File: config.mk
export PLATFORM = sky130hd
export DESIGN_NAME = count_change_fifo
export DESIGN_NICKNAME = d
export VERILOG_FILES = /design/src/rtl/count_change_fifo.sv
export SDC_FILE = /design/constraint.sdc
export NUM_CORES = 1
export LEC_CHECK = 0
export BUFFER_PORTS_ARGS = -buffer_cell sky130_fd_sc_hd__buf_4
export CORE_AREA = 2 2 92 94
export CTS_CLUSTER_SIZE = 24
export DETAILED_ROUTE_END_ITERATION = 10
export DIE_AREA = 0 0 94 96
export PLACE_DENSITY = 0.61
export SLEW_MARGIN = 0
export SYNTH_ARGS = -nofsm -noshare
export SYNTH_HDL_FRONTEND = slang
export SYNTH_SLANG_ARGS = --single-unit
File: constraint.sdc
create_clock -name clk -period 3.4 [get_ports clk]
set_input_delay 0.51 -clock clk [delete_from_list [all_inputs] [get_ports clk]]
set_output_delay 0.51 -clock clk [all_outputs]
set_load 0.005 [all_outputs]
File: src/rtl/count_change_fifo.sv
// ============================================================================
// Module      : count_change_fifo
// Description : Samples a counter value, queues every distinct value in a
//               small FIFO drained over valid/ready; counts dropped pushes.
// Revision    : 1.0 - initial release
// ============================================================================
`default_nettype none

module count_change_fifo #(
  parameter int W     = 4,
  parameter int DEPTH = 8,
  parameter int AW    = 3
) (
  input  logic          clk,
  input  logic          reset,
  input  logic [W-1:0]  in_count,
  input  logic          in_en,
  output logic [W-1:0]  out_data,
  output logic          out_valid,
  input  logic          out_ready,
  output logic [AW:0]   level,
  output logic          overflow,
  output logic [7:0]    drop_cnt
);

  localparam logic [AW:0] c_full     = (AW+1)'(DEPTH);
  localparam logic [7:0]  c_drop_max = 8'hff;

  logic [W-1:0]  r_mem [DEPTH];
  logic [AW-1:0] r_wr_ptr;
  logic [AW-1:0] r_rd_ptr;
  logic [AW:0]   r_level;
  logic [W-1:0]  r_prev;
  logic          r_primed;
  logic          r_overflow;
  logic [7:0]    r_drop_cnt;

  logic w_want;
  logic w_full;
  logic w_pop;
  logic w_push;
  logic w_drop;

  always_comb begin
    w_want = in_en && (!r_primed || (in_count != r_prev));
    w_full = (r_level == c_full);
    w_pop  = (r_level != '0) && out_ready;
    // When full, a simultaneous pop frees the slot this push lands in.
    w_push = w_want && (!w_full || w_pop);
    w_drop = w_want && w_full && !w_pop;
  end

  always_ff @(posedge clk or posedge reset) begin
    if (reset) begin
      for (int i = 0; i < DEPTH; i++) r_mem[i] <= '0;
      r_wr_ptr   <= '0;
      r_rd_ptr   <= '0;
      r_level    <= '0;
      r_prev     <= '0;
      r_primed   <= 1'b0;
      r_overflow <= 1'b0;
      r_drop_cnt <= '0;
    end else begin
      // prev tracks every enabled sample, even dropped ones, so no retry.
      if (in_en) begin
        r_prev   <= in_count;
        r_primed <= 1'b1;
      end
      if (w_push) begin
        r_mem[r_wr_ptr] <= in_count;
        r_wr_ptr        <= r_wr_ptr + AW'(1);
      end
      if (w_pop) begin
        r_rd_ptr <= r_rd_ptr + AW'(1);
      end
      if (w_push && !w_pop) begin
        r_level <= r_level + (AW+1)'(1);
      end else if (w_pop && !w_push) begin
        r_level <= r_level - (AW+1)'(1);
      end
      if (w_drop) begin
        r_overflow <= 1'b1;
        if (r_drop_cnt != c_drop_max) r_drop_cnt <= r_drop_cnt + 8'd1;
      end
    end
  end

  assign out_data  = r_mem[r_rd_ptr];
  assign out_valid = (r_level != '0);
  assign level     = r_level;
  assign overflow  = r_overflow;
  assign drop_cnt  = r_drop_cnt;

endmodule

`default_nettype wire
==> results of run 1 <==
worst paths after layout:
check | to | slack, ns | depth (start not counted)
hold reg to reg | r_primed | 0.47 | 1
setup reg to reg | level[3] | 0.63 | 11
max in group asynchronous | r_mem[5] | 2.37 | 3
min in group clk | r_primed | 0.47 | 1
hold / removal | r_mem[27] | 0.21 | 2
setup / recovery | level[3] | 0.63 | 11
synthesized netlist by cell type:
library cell  number  area, sq um
a21o_1             1         7.51
a21oi_1            2         10.0
a31oi_1            1         6.26
a41oi_1            1         8.76
and2_1             2         12.5
and3_1             1         6.26
buf_2              1         5.00
buf_4              5         37.5
buf_6              2         22.5
clkbuf_1           2         7.51
dfrtp_1           56         1400
fa_1               1         20.0
ha_1               6         75.1
inv_1              3         11.3
mux2_2            40          450
mux2_4             4         60.1
mux4_2             8          180
nand2_1           14         52.6
nand2b_1           3         18.8
nand3_1            5         25.0
nand4_1            2         12.5
nor2_1             5         18.8
nor2b_1            2         12.5
nor3_1             9         45.0
nor3b_1            1         7.51
nor4_1             2         12.5
o211ai_1           1         7.51
o21ai_0            2         10.0
o21ai_1            1         5.00
o21bai_1           1         7.51
or2_1              1         6.26
or2_2              1         6.26
or3_1              1         6.26
xnor2_1           12          105
xor2_1             5         43.8
per-stage QoR:
stage / worst slack [ns] / cells
detailed placement: 0.635 / 327
global placement: 0.675 / 327
finish: 0.631 / 335
global route: 0.407 / 335
CTS: 0.615 / 335
floorplan: 0.739 / 204
where the power goes:
group / leakage, nW / internal (mW) / switching, mW
combinational: 0.599 / 0.676 / 0.345
sequential: 0.673 / 0.943 / 0.249
clock: 0.0645 / 0.260 / 0.212
total: 1.34 / 1.88 / 0.806
layer usage:
metal / up-vias / GRT usage
met3: 5 / 0.0274
met5: - / 0
met4: 0 / 0.0507
met1: 808 / 0.182
met2: 26 / 0.199
li1: 778 / -
layout by cell type, fill, tap and decap left out, types with 2 or more instances in the layout:
cell / count
nand2b_1: 3
ha_1: 6
xnor2_1: 12
mux2_4: 4
nand2_1: 14
nor3_1: 9
xor2_1: 5
buf_4: 28
mux2_2: 40
a21oi_1: 2
and2_1: 2
nor4_1: 2
o21ai_0: 2
mux4_2: 8
nand4_1: 2
dfrtp_1: 56
inv_1: 2
clkbuf_8: 7
nor2_1: 5
nor2b_1: 2
nand3_1: 5
flip-flops by register name (all words and copies together) (netlist names):
name / flops
r_wr_ptr: 3
r_prev: 4
overflow: 1
r_rd_ptr: 3
r_mem: 32
level: 4
drop_cnt: 8
r_primed: 1
worst register-to-register path: stages, from the launching register on:
cell and delay [ns]:
dfrtp_1 0.46, nor3_1 0.41, and2_1 0.42, nor2_1 0.13, ha_1 0.22, inv_1 0.12
ha_1 0.24, a21o_1 0.17, a21oi_1 0.16, xnor2_1 0.13, nor2_1 0.06, xor2_1 0.14
cells by family (layout without fill, tap and decap cells):
group,after synthesis,after routing
DFF,56,56
adders and majority gates,7,7
muxes,52,52
and+or+nand+nor,49,49
buffers and inverters,13,39
AOI/OAI and AO/OA,10,10
xor gates and xnor gates,17,17
area by class of cell:
cell class / count / area share
clock buffers: 7 / 0.0309
clock inverters: 1 / 0.00962
inverters: 3 / 0.00361
multi-input cells: 135 / 0.397
flip-flops and latches: 56 / 0.449
well taps: 105 / 0.0421
repair buffers: 28 / 0.0674
==> results.ini, run 1 <==
[critical_path]
crit_path_end_kind=flop
r2r-start=level[0]
cp_slowest_cell=dfrtp_1
crit_chain=nor3_1 > and2_1 > nor2_1 > ha_1 > inv_1 > ha_1 > a21o_1 > a21oi_1 > xnor2_1 > nor2_1 > xor2_1
cp_max_fo=10
crit_arrival_ns=2.97
worstPathRequired_ns=3.60
crit_buf_inv=1
cp-start-kind=flop
setup.worst_path.class=flop to flop
cpLargestDelayFamily=simple AND/OR/NAND/NOR gates
crit_path_start=level[0]
critPathMaxStageDelay_ns=0.46

[yosys]
yosys.area_share.simple=0.0891
ys_seq_area_frac=0.514
synth_xor_xnor_area_share=0.0546
yosys_register_bits=56
syn_nets=219
synthMuxAreaShare=0.253
synth_cell_types=35
avgSynthCellArea_sq_um=13.4
synth_compound_area_frac=0.0230
synth_fa_ha_area_frac=0.0349
syn-cell-area_sq_mm=0.00273
syn_inst=204
ys_warn_count=0
synth_top_family_by_area=multiplexers

[die]
die_h_um=96
dieArea_sq_mm=0.00902
die_w_um=94
num_rows=33
core_area_sq_mm=0.00805
floorplan.io_pins=26
initial_utilization=0.338

[routing]
routed_wl_um=5220
wl_met2_um=2380
drtPass1Iterations=4
drt_iter0_drc=69
ant_nets=0
drcViolationCount=0
wl_per_cell_um=15.6
vias=1617
viasPerCell=4.83
highest_layer=met4
dr_wl_met3_um=170
met1_length_um=2580

[clock_network]
cts_inserted_buffers=5
cts.repair.resized=0
clk_pin_slew_ns=0.10
htree_levels=2
cts_tree=yes
clk_path_buf_depth=2
cts_root_buffer=clkbuf_8
clock_latency_ns=0.31
hold_buffers=0
post-cts-setup-buffers=0
cts_sinks=56

[placement]
portBuffers=25
dpl_cell_area_sq_mm=0.00299
gp_congestion=0.721
hpwl_um=3630

[flow_run]
cap_violations=0

[cells_and_area]
fill_cells=772
seq_area_sq_mm=0.00140
num_antenna_cells=0
multi_input_comb_area_sq_mm=0.00124
area_delta_synth_final_pct=14.5
fin_nets=244
drive_gt1_frac=0.391
post-route-util=0.388
final_area_sq_mm=0.00312

[sta]
rsz0062_at_grt=false
worst_hold_slack_ns=0.206
post-route-period-util=0.814
slew_headroom=0.570
tightest_slew_ns=0.644
finalMaxSlewViolations=0
max_clock_freq_mhz=361
hold_viol=0
skew_ns=0.0112
finalSetupTns_ns=0
layout_min_cycle_time_ns=2.77
final-setup-viol-count=0

[pwr]
irDropWorstVdd_mv=0.255
leakage_nw=1.34
power_density_mw_per_mm2=861
total_power_mw=2.69

[grt]
grt.total_usage=0.130
overflow=0
antenna_found_initial=0
grt_pass1_wl_um=8850
grt_max_degree=35
first_global_vias=1634

[min_path]
hold_path.class=input pin to asynchronous set/reset pin

[status]
status=finished clean

No activity file was read; power rests on OpenSTA's default activity.
==> run 2, diff against run 1 <==
--- a/config.mk
+++ b/config.mk
@@ -10,7 +10,7 @@
 export CTS_CLUSTER_SIZE = 24
 export DETAILED_ROUTE_END_ITERATION = 10
 export DIE_AREA = 0 0 94 96
-export PLACE_DENSITY = 0.61
+export PLACE_DENSITY = 0.63
 export SLEW_MARGIN = 0
 export SYNTH_ARGS = -nofsm -noshare
 export SYNTH_HDL_FRONTEND = slang
==> constraint.sdc (replaced) <==
create_clock -name clk -period 2.39 [get_ports clk]
set_input_delay 0.3585 -clock clk [delete_from_list [all_inputs] [get_ports clk]]
set_output_delay 0.3585 -clock clk [all_outputs]
set_load 0.005 [all_outputs]
==> results.ini, run 2 (same netlist as run 1, synthesis figures left out) <==
[status]
status=finished clean

[pwr]
swShare=0.306  ; +0.00575
total_power_mw=3.94  ; +47%
leakage_nw=1.42  ; +6.3%
pwr-share-seq=0.413  ; -0.031
power_frac_comb=0.428  ; +0.048
pwr-share-clk=0.158  ; -0.018
p_int_mw=2.73  ; +45%
irDropWorstVdd_mv=0.438  ; +71%
power.switching_mw=1.20  ; +49%
power_density_mw_per_mm2=1200  ; +40%

[critical_path]
path_common_cell=buf_4
cp_max_fo=8  ; -2
worstPathRequired_ns=2.03  ; -1.57 ns
cp-start-kind=flop
cp_slowest_cell=mux4_2
crit_arrival_ns=1.88  ; -1.09 ns
crit_chain=buf_4 > mux4_2 > mux2_2 > buf_4
critPathMaxStageDelay_ns=0.52  ; +0.06 ns
crit_path_end_kind=output port
setup.worst_path.class=flop to output port

[cells_and_area]
seq_area_sq_mm=0.00140  ; about the same
multi_input_comb_area_sq_mm=0.00127  ; +2.2%
area_delta_synth_final_pct=20.0
drive_gt1_frac=0.464  ; +0.0724
num_antenna_cells=0  ; unchanged
regMostFlops=r_mem
fill_cells=767  ; -0.65%
fin_nets=262  ; +7.4%
layout.cells.most_common=dfrtp_1
most-common-layout-cells=dfrtp_1, buf_4, mux2_2
largest_reg_flops=32  ; unchanged

[grt]
antenna_found_initial=0  ; unchanged
grt_max_degree=28  ; -20%
first_global_vias=1725  ; +5.6%
grt_pass1_wl_um=9100  ; +2.9%
overflow=0  ; unchanged
grt.total_usage=0.134  ; +0.00371

[clock_network]
htree_levels=2  ; unchanged
cts_root_buffer=clkbuf_8
cts_sinks=56  ; unchanged
clk_pin_slew_ns=0.10  ; about the same
cts_tree=yes
clk_path_buf_depth=2  ; unchanged
cts_inserted_buffers=5  ; unchanged
clock_latency_ns=0.31  ; about the same

[routing]
vias=1696  ; +4.9%
viasPerCell=4.80  ; -0.46%
drtPass1Iterations=4  ; unchanged
drt_iter0_drc=46  ; -33%
ant_nets=0  ; unchanged
drcViolationCount=0  ; unchanged
wl_per_cell_um=15.4  ; -1.1%
routed_wl_um=5440  ; +4.2%

[sta]
skew_ns=0.0107  ; -0.000433 ns
rsz0062_at_grt=false
max_clock_freq_mhz=447
tightest_slew_ns=0.549  ; -0.0958 ns
slew_headroom=0.634  ; +0.0633
finalSetupTns_ns=0  ; unchanged
layout_min_cycle_time_ns=2.24
finalMaxSlewViolations=0  ; unchanged
hold_viol=0  ; unchanged
final-setup-viol-count=0  ; unchanged
post-route-period-util=0.935

[die]
die_w_um=94  ; unchanged
dieArea_sq_mm=0.00902  ; unchanged
floorplan.io_pins=26  ; unchanged
initial_utilization=0.338  ; unchanged
num_rows=33  ; unchanged
die_h_um=96  ; unchanged
core_area_sq_mm=0.00805  ; unchanged

[flow_run]
cap_violations=0  ; unchanged

[min_path]
hold_path.class=input pin to asynchronous set/reset pin

[placement]
hpwl_um=4020  ; +11%
gp_congestion=0.718  ; -0.46%
portBuffers=25  ; unchanged

## run 2: changes by cell type in the layout (fill, tap and decap cells not counted), sizes merged
cell | before | now
clkinv | 0 | 1
clkbuf | 7 | 5
clkinvlp | 0 | 1
buf | 28 | 46
## run 2: power by group through the flow
stage	registers, mW	clock network (mW)	logic [mW]
finish	1.63	0.623	1.69
global route	1.68	0.683	1.85
CTS	1.62	0.635	1.66
detailed placement	1.64	0	1.66
global placement	1.63	0	1.61
floorplan	1.57	0	1.15
## run 2: worst max-delay path: cells and delay by family, from the launching register on
family | cells | cell delay, ns
multiplexers | 2 | 0.80
flip-flops | 1 | 0.40
buffers and inverters | 2 | 0.37
## run 2: what timing repair did
item                       in CTS  in global routing
hold buffers                    0                  0
setup endpoints to repair       0                  1
buffers inserted                0                  3
gates resized for setup         0                  5
## run 2: routing by layer
metal  share of wire  vias to the layer above  track usage
li1                -                      813            -
met1            0.50                      848        0.196
met2            0.45                       30        0.201
met3           0.039                        5       0.0329
met4          0.0075                        0       0.0326
met5               0                        -            0
## run 2: area by class of cell
cell class	count	area share
flip-flops and latches	56	0.429
inverters	3	0.00344
clock buffers	5	0.0210
clock inverters	3	0.0130
well taps	105	0.0402
repair buffers	46	0.106
multi-input cells	135	0.388
## run 2: metrics by stage
step	util	hold slack (ns)	instances	worst slack [ns]	cell area, sq um
final	0.406	0.0855	353	0.154	3270
after global placement	0.387	0.452	342	0.0240	3120
after detailed placement	0.387	0.447	342	0.0443	3120
after global routing	0.406	0.127	353	0.0249	3270
after floorplan	-	0.437	204	0.0219	2730
after CTS	0.401	0.102	350	0.107	3230
## run 2: final timing paths
path,slack (ns),start,end,depth (start not counted)
worst max register to register,0.16,r_prev[3],level[3],12
worst max-delay path,0.15,r_rd_ptr[0],out_data[2],4
worst min-delay path,0.09,reset,r_mem[31],2
worst min register to register,0.47,r_primed,r_primed,1
min in group clk,0.35,out_ready,r_rd_ptr[0],3
max in group asynchronous,1.62,reset,r_mem[23],3
==> run 3, diff against run 2 <==
--- a/config.mk
+++ b/config.mk
@@ -5,12 +5,13 @@
 export SDC_FILE = /design/constraint.sdc
 export NUM_CORES = 1
 export LEC_CHECK = 0
+export ABC_AREA = 1
 export BUFFER_PORTS_ARGS = -buffer_cell sky130_fd_sc_hd__buf_4
-export CORE_AREA = 2 2 92 94
+export CORE_AREA = 2 2 80 82
 export CTS_CLUSTER_SIZE = 24
 export DETAILED_ROUTE_END_ITERATION = 10
-export DIE_AREA = 0 0 94 96
-export PLACE_DENSITY = 0.63
+export DIE_AREA = 0 0 82 84
+export PLACE_DENSITY = 0.84
 export SLEW_MARGIN = 0
 export SYNTH_ARGS = -nofsm -noshare
 export SYNTH_HDL_FRONTEND = slang
==> results.ini, run 3 <==
[die]
core_area_sq_mm=0.00610  ; -24%
die_h_um=84  ; -13%
num_rows=29  ; -12%
dieArea_sq_mm=0.00689  ; -24%
initial_utilization=0.514  ; +0.175
die_w_um=82  ; -13%
floorplan.io_pins=26  ; unchanged

[critical_path]
reg2reg_slack_ns=0.21  ; +0.05 ns
r2r-end=level[3]
ff2ff_path_depth=15  ; +3
cp_max_fo=4  ; -4
crit_buf_inv=2  ; unchanged
crit_path_start=r_prev[3]
crit_path_end_kind=flop
critPathMaxStageDelay_ns=0.41  ; -0.11 ns
crit_chain=inv_1 > nand2_1 > nand2_2 > nand3_2 > nor2_4 > nor3_4 > ha_1 > inv_1 > ha_1 > a21oi_2 > nand2_1 > a21oi_2 > o21ai_0 > nand2_1 > nand2_1
cp-endpoint=level[3]
cp-start-kind=flop
path_common_cell=nand2_1
worstPathRequired_ns=2.60  ; +0.57 ns
crit_arrival_ns=2.39  ; +0.51 ns
path_depth=15  ; +11
cp_slowest_cell=dfrtp_1
r2r-start=r_prev[3]
cpLargestDelayFamily=simple AND/OR/NAND/NOR gates
setup.worst_path.class=flop to flop

[cells_and_area]
drive_gt1_frac=0.159  ; -0.304
num_antenna_cells=0  ; unchanged
largest_reg_flops=32  ; unchanged
fin_nets=428  ; +63%
layout.cells.most_common=nand2_1
regMostFlops=r_mem
most-common-layout-cells=nand2_1, dfrtp_1, nand4_1
area_delta_synth_final_pct=11.9
fill_cells=560  ; -27%

[yosys]
synth_ff_type=dfrtp_1
yosys.area.top_type=dfrtp_1
synth_cell_types=29  ; -17%
avgSynthCellArea_sq_um=8.07  ; -40%
ys_warn_count=0  ; unchanged
syn-cell-area_sq_mm=0.00313  ; +15%
yosysMostFrequentCell=nand2_1
synth_common_cells=nand2_1, dfrtp_1, nand4_1
ys_top_cells_by_area=dfrtp_1, nand2_1, nand4_1, nor2_1, o21ai_0
synth_top_area_share=0.447  ; -0.0668
syn_nets=403  ; +84%
yosys_register_bits=56  ; unchanged
synth_edf_count=0  ; unchanged
ys_seq_area_frac=0.447  ; -0.0668
synthArstFlopShare=1.00  ; unchanged
syn_inst=388  ; +90%

[pwr]
power.switching_mw=1.55  ; +28%
power_density_mw_per_mm2=1120  ; -6.7%
leakage_nw=1.82  ; +28%
swShare=0.393  ; +0.0872
p_int_mw=2.39  ; -13%
power_frac_comb=0.417  ; -0.011
pwr-share-clk=0.172  ; +0.014
irDropWorstVdd_mv=0.650  ; +48%
pwr-share-seq=0.412  ; about the same

[flow_run]
cap_violations=0  ; unchanged

[clock_network]
cts_tree=yes
htree_levels=2  ; unchanged
clk_path_buf_depth=2  ; unchanged
cts_inserted_buffers=5  ; unchanged
cts_sinks=56  ; unchanged
clock_latency_ns=0.31  ; about the same
hold_buffers=0  ; unchanged
cts_root_buffer=clkbuf_8
clk_pin_slew_ns=0.10  ; about the same

[sta]
tightest_slew_ns=0.690  ; +0.142 ns
hold_viol=0  ; unchanged
skew_ns=0.00761  ; -0.00311 ns
layout_min_cycle_time_ns=2.18  ; -0.0531 ns
post-route-period-util=0.913  ; -0.0222
finalSetupTns_ns=0  ; unchanged
finalWorstSetupSlack_ns=0.207  ; +0.0531 ns
finalMaxSlewViolations=0  ; unchanged
slew_headroom=0.540  ; -0.0940
rsz0062_at_grt=false
final-setup-viol-count=0  ; unchanged
max_clock_freq_mhz=458  ; +2.4%

[placement]
gp_congestion=0.838  ; +17%
dpl_worst_slack_ns=0.00225  ; -0.0420 ns
portBuffers=25  ; unchanged
hpwl_um=5040  ; +25%

[routing]
drtPass1Iterations=5  ; +1
routed_wl_um=6860  ; +26%
ant_nets=0  ; unchanged
drt_iter0_drc=269  ; +480%
wl_per_cell_um=14.0  ; -9.4%
viasPerCell=5.60  ; +17%
vias=2750  ; +62%
drcViolationCount=0  ; unchanged

[grt]
grt_pass1_wl_um=11800  ; +29%
grt_max_degree=57  ; +100%
antenna_found_initial=0  ; unchanged
first_global_vias=2528  ; +47%
overflow=0  ; unchanged
grt.total_usage=0.216  ; +0.0821

[min_path]
hold_path.class=input pin to asynchronous set/reset pin

[status]
status=finished clean

run 3: changes by cell type after synthesis, sizes merged, moves of 7 or more:
cell | previous run | this run
buf | 8 | 18
a21oi | 2 | 9
nor3 | 9 | 1
nand2 | 14 | 134
nor2 | 5 | 37
xnor2 | 12 | 5
o21ai | 3 | 23
mux4 | 8 | 0
nand4 | 2 | 51
inv | 3 | 23
mux2 | 44 | 1
run 3: area by class of cell:
cell class                 count  area (sq um)  area share
multi-input combinational    288          1510       0.430
sequential                    56          1400       0.400
timing repair buffer          37           278      0.0793
clock buffer                   7          96.3      0.0275
tap                           77          96.3      0.0275
inverter                      25          93.8      0.0268
clock inverter                 1          30.0     0.00857
run 3: metal layers:
| layer | GRT usage | wire, um |
|---|---|---|
| met4 | 0.0545 | 72 |
| met3 | 0.0346 | 462 |
| met2 | 0.342 | 3240 |
| met1 | 0.308 | 3080 |
| met5 | 0 | 0 |
run 3: how the worst min path moves through the flow:
stage	startpoint	to	cells past startpoint
floorplan	r_primed	r_primed	2
global route	reset	drop_cnt[7]	3
global placement	overflow	overflow	1
CTS	reset	drop_cnt[5]	3
finish	reset	drop_cnt[6]	3
detailed placement	r_primed	r_primed	2
run 3: kinds of logic after synthesis:
family                     share of synthesized area
buffers and inverters                         0.0747
and+or+nand+nor                                0.352
muxes                                        0.00360
adders and majority gates                     0.0304
xor gates and xnor gates                      0.0280
AOI/OAI and AO/OA                             0.0639
DFF                                            0.447
run 3: power groups by stage:
stage / combinational [mW] / clock (mW) / sequential (mW)
final: 1.64 / 0.676 / 1.62
after global routing: 1.88 / 0.724 / 1.67
after CTS: 1.62 / 0.683 / 1.61
after detailed placement: 1.62 / 0 / 1.63
after global placement: 1.56 / 0 / 1.61
after floorplan: 1.14 / 0 / 1.53
run 3: worst reg2reg max path, cell delays in order, from the launching register on:
cell and delay, ns:
dfrtp_1 0.41, inv_1 0.07, nand2_1 0.07, nand2_2 0.06, nand3_2 0.08, nor2_4 0.05, nor3_4 0.21, ha_1 0.18
inv_1 0.06, ha_1 0.33, a21oi_2 0.15, nand2_1 0.09, a21oi_2 0.14, o21ai_0 0.09, nand2_1 0.06, nand2_1 0.04
run 3: what timing repair did:
item                                    4_1_cts  5_1_grt
resized for setup                             0        4
endpoints found under the setup margin        0        1
endpoints found under the hold margin         0        0
buffers inserted                              0        1
run 3: stage by stage:
step           hold slack (ns)  cell area (sq um)  power [mW]  utilization  std cells
2_1_floorplan            0.434               3130        2.68            -        388
3_3_place_gp             0.448               3360        3.16        0.551        482
3_5_place_dp             0.463               3360        3.24        0.551        482
4_1_cts                  0.271               3480        3.92        0.572        490
5_1_grt                  0.304               3500        4.27        0.575        491
6_report                 0.237               3500        3.93        0.575        491
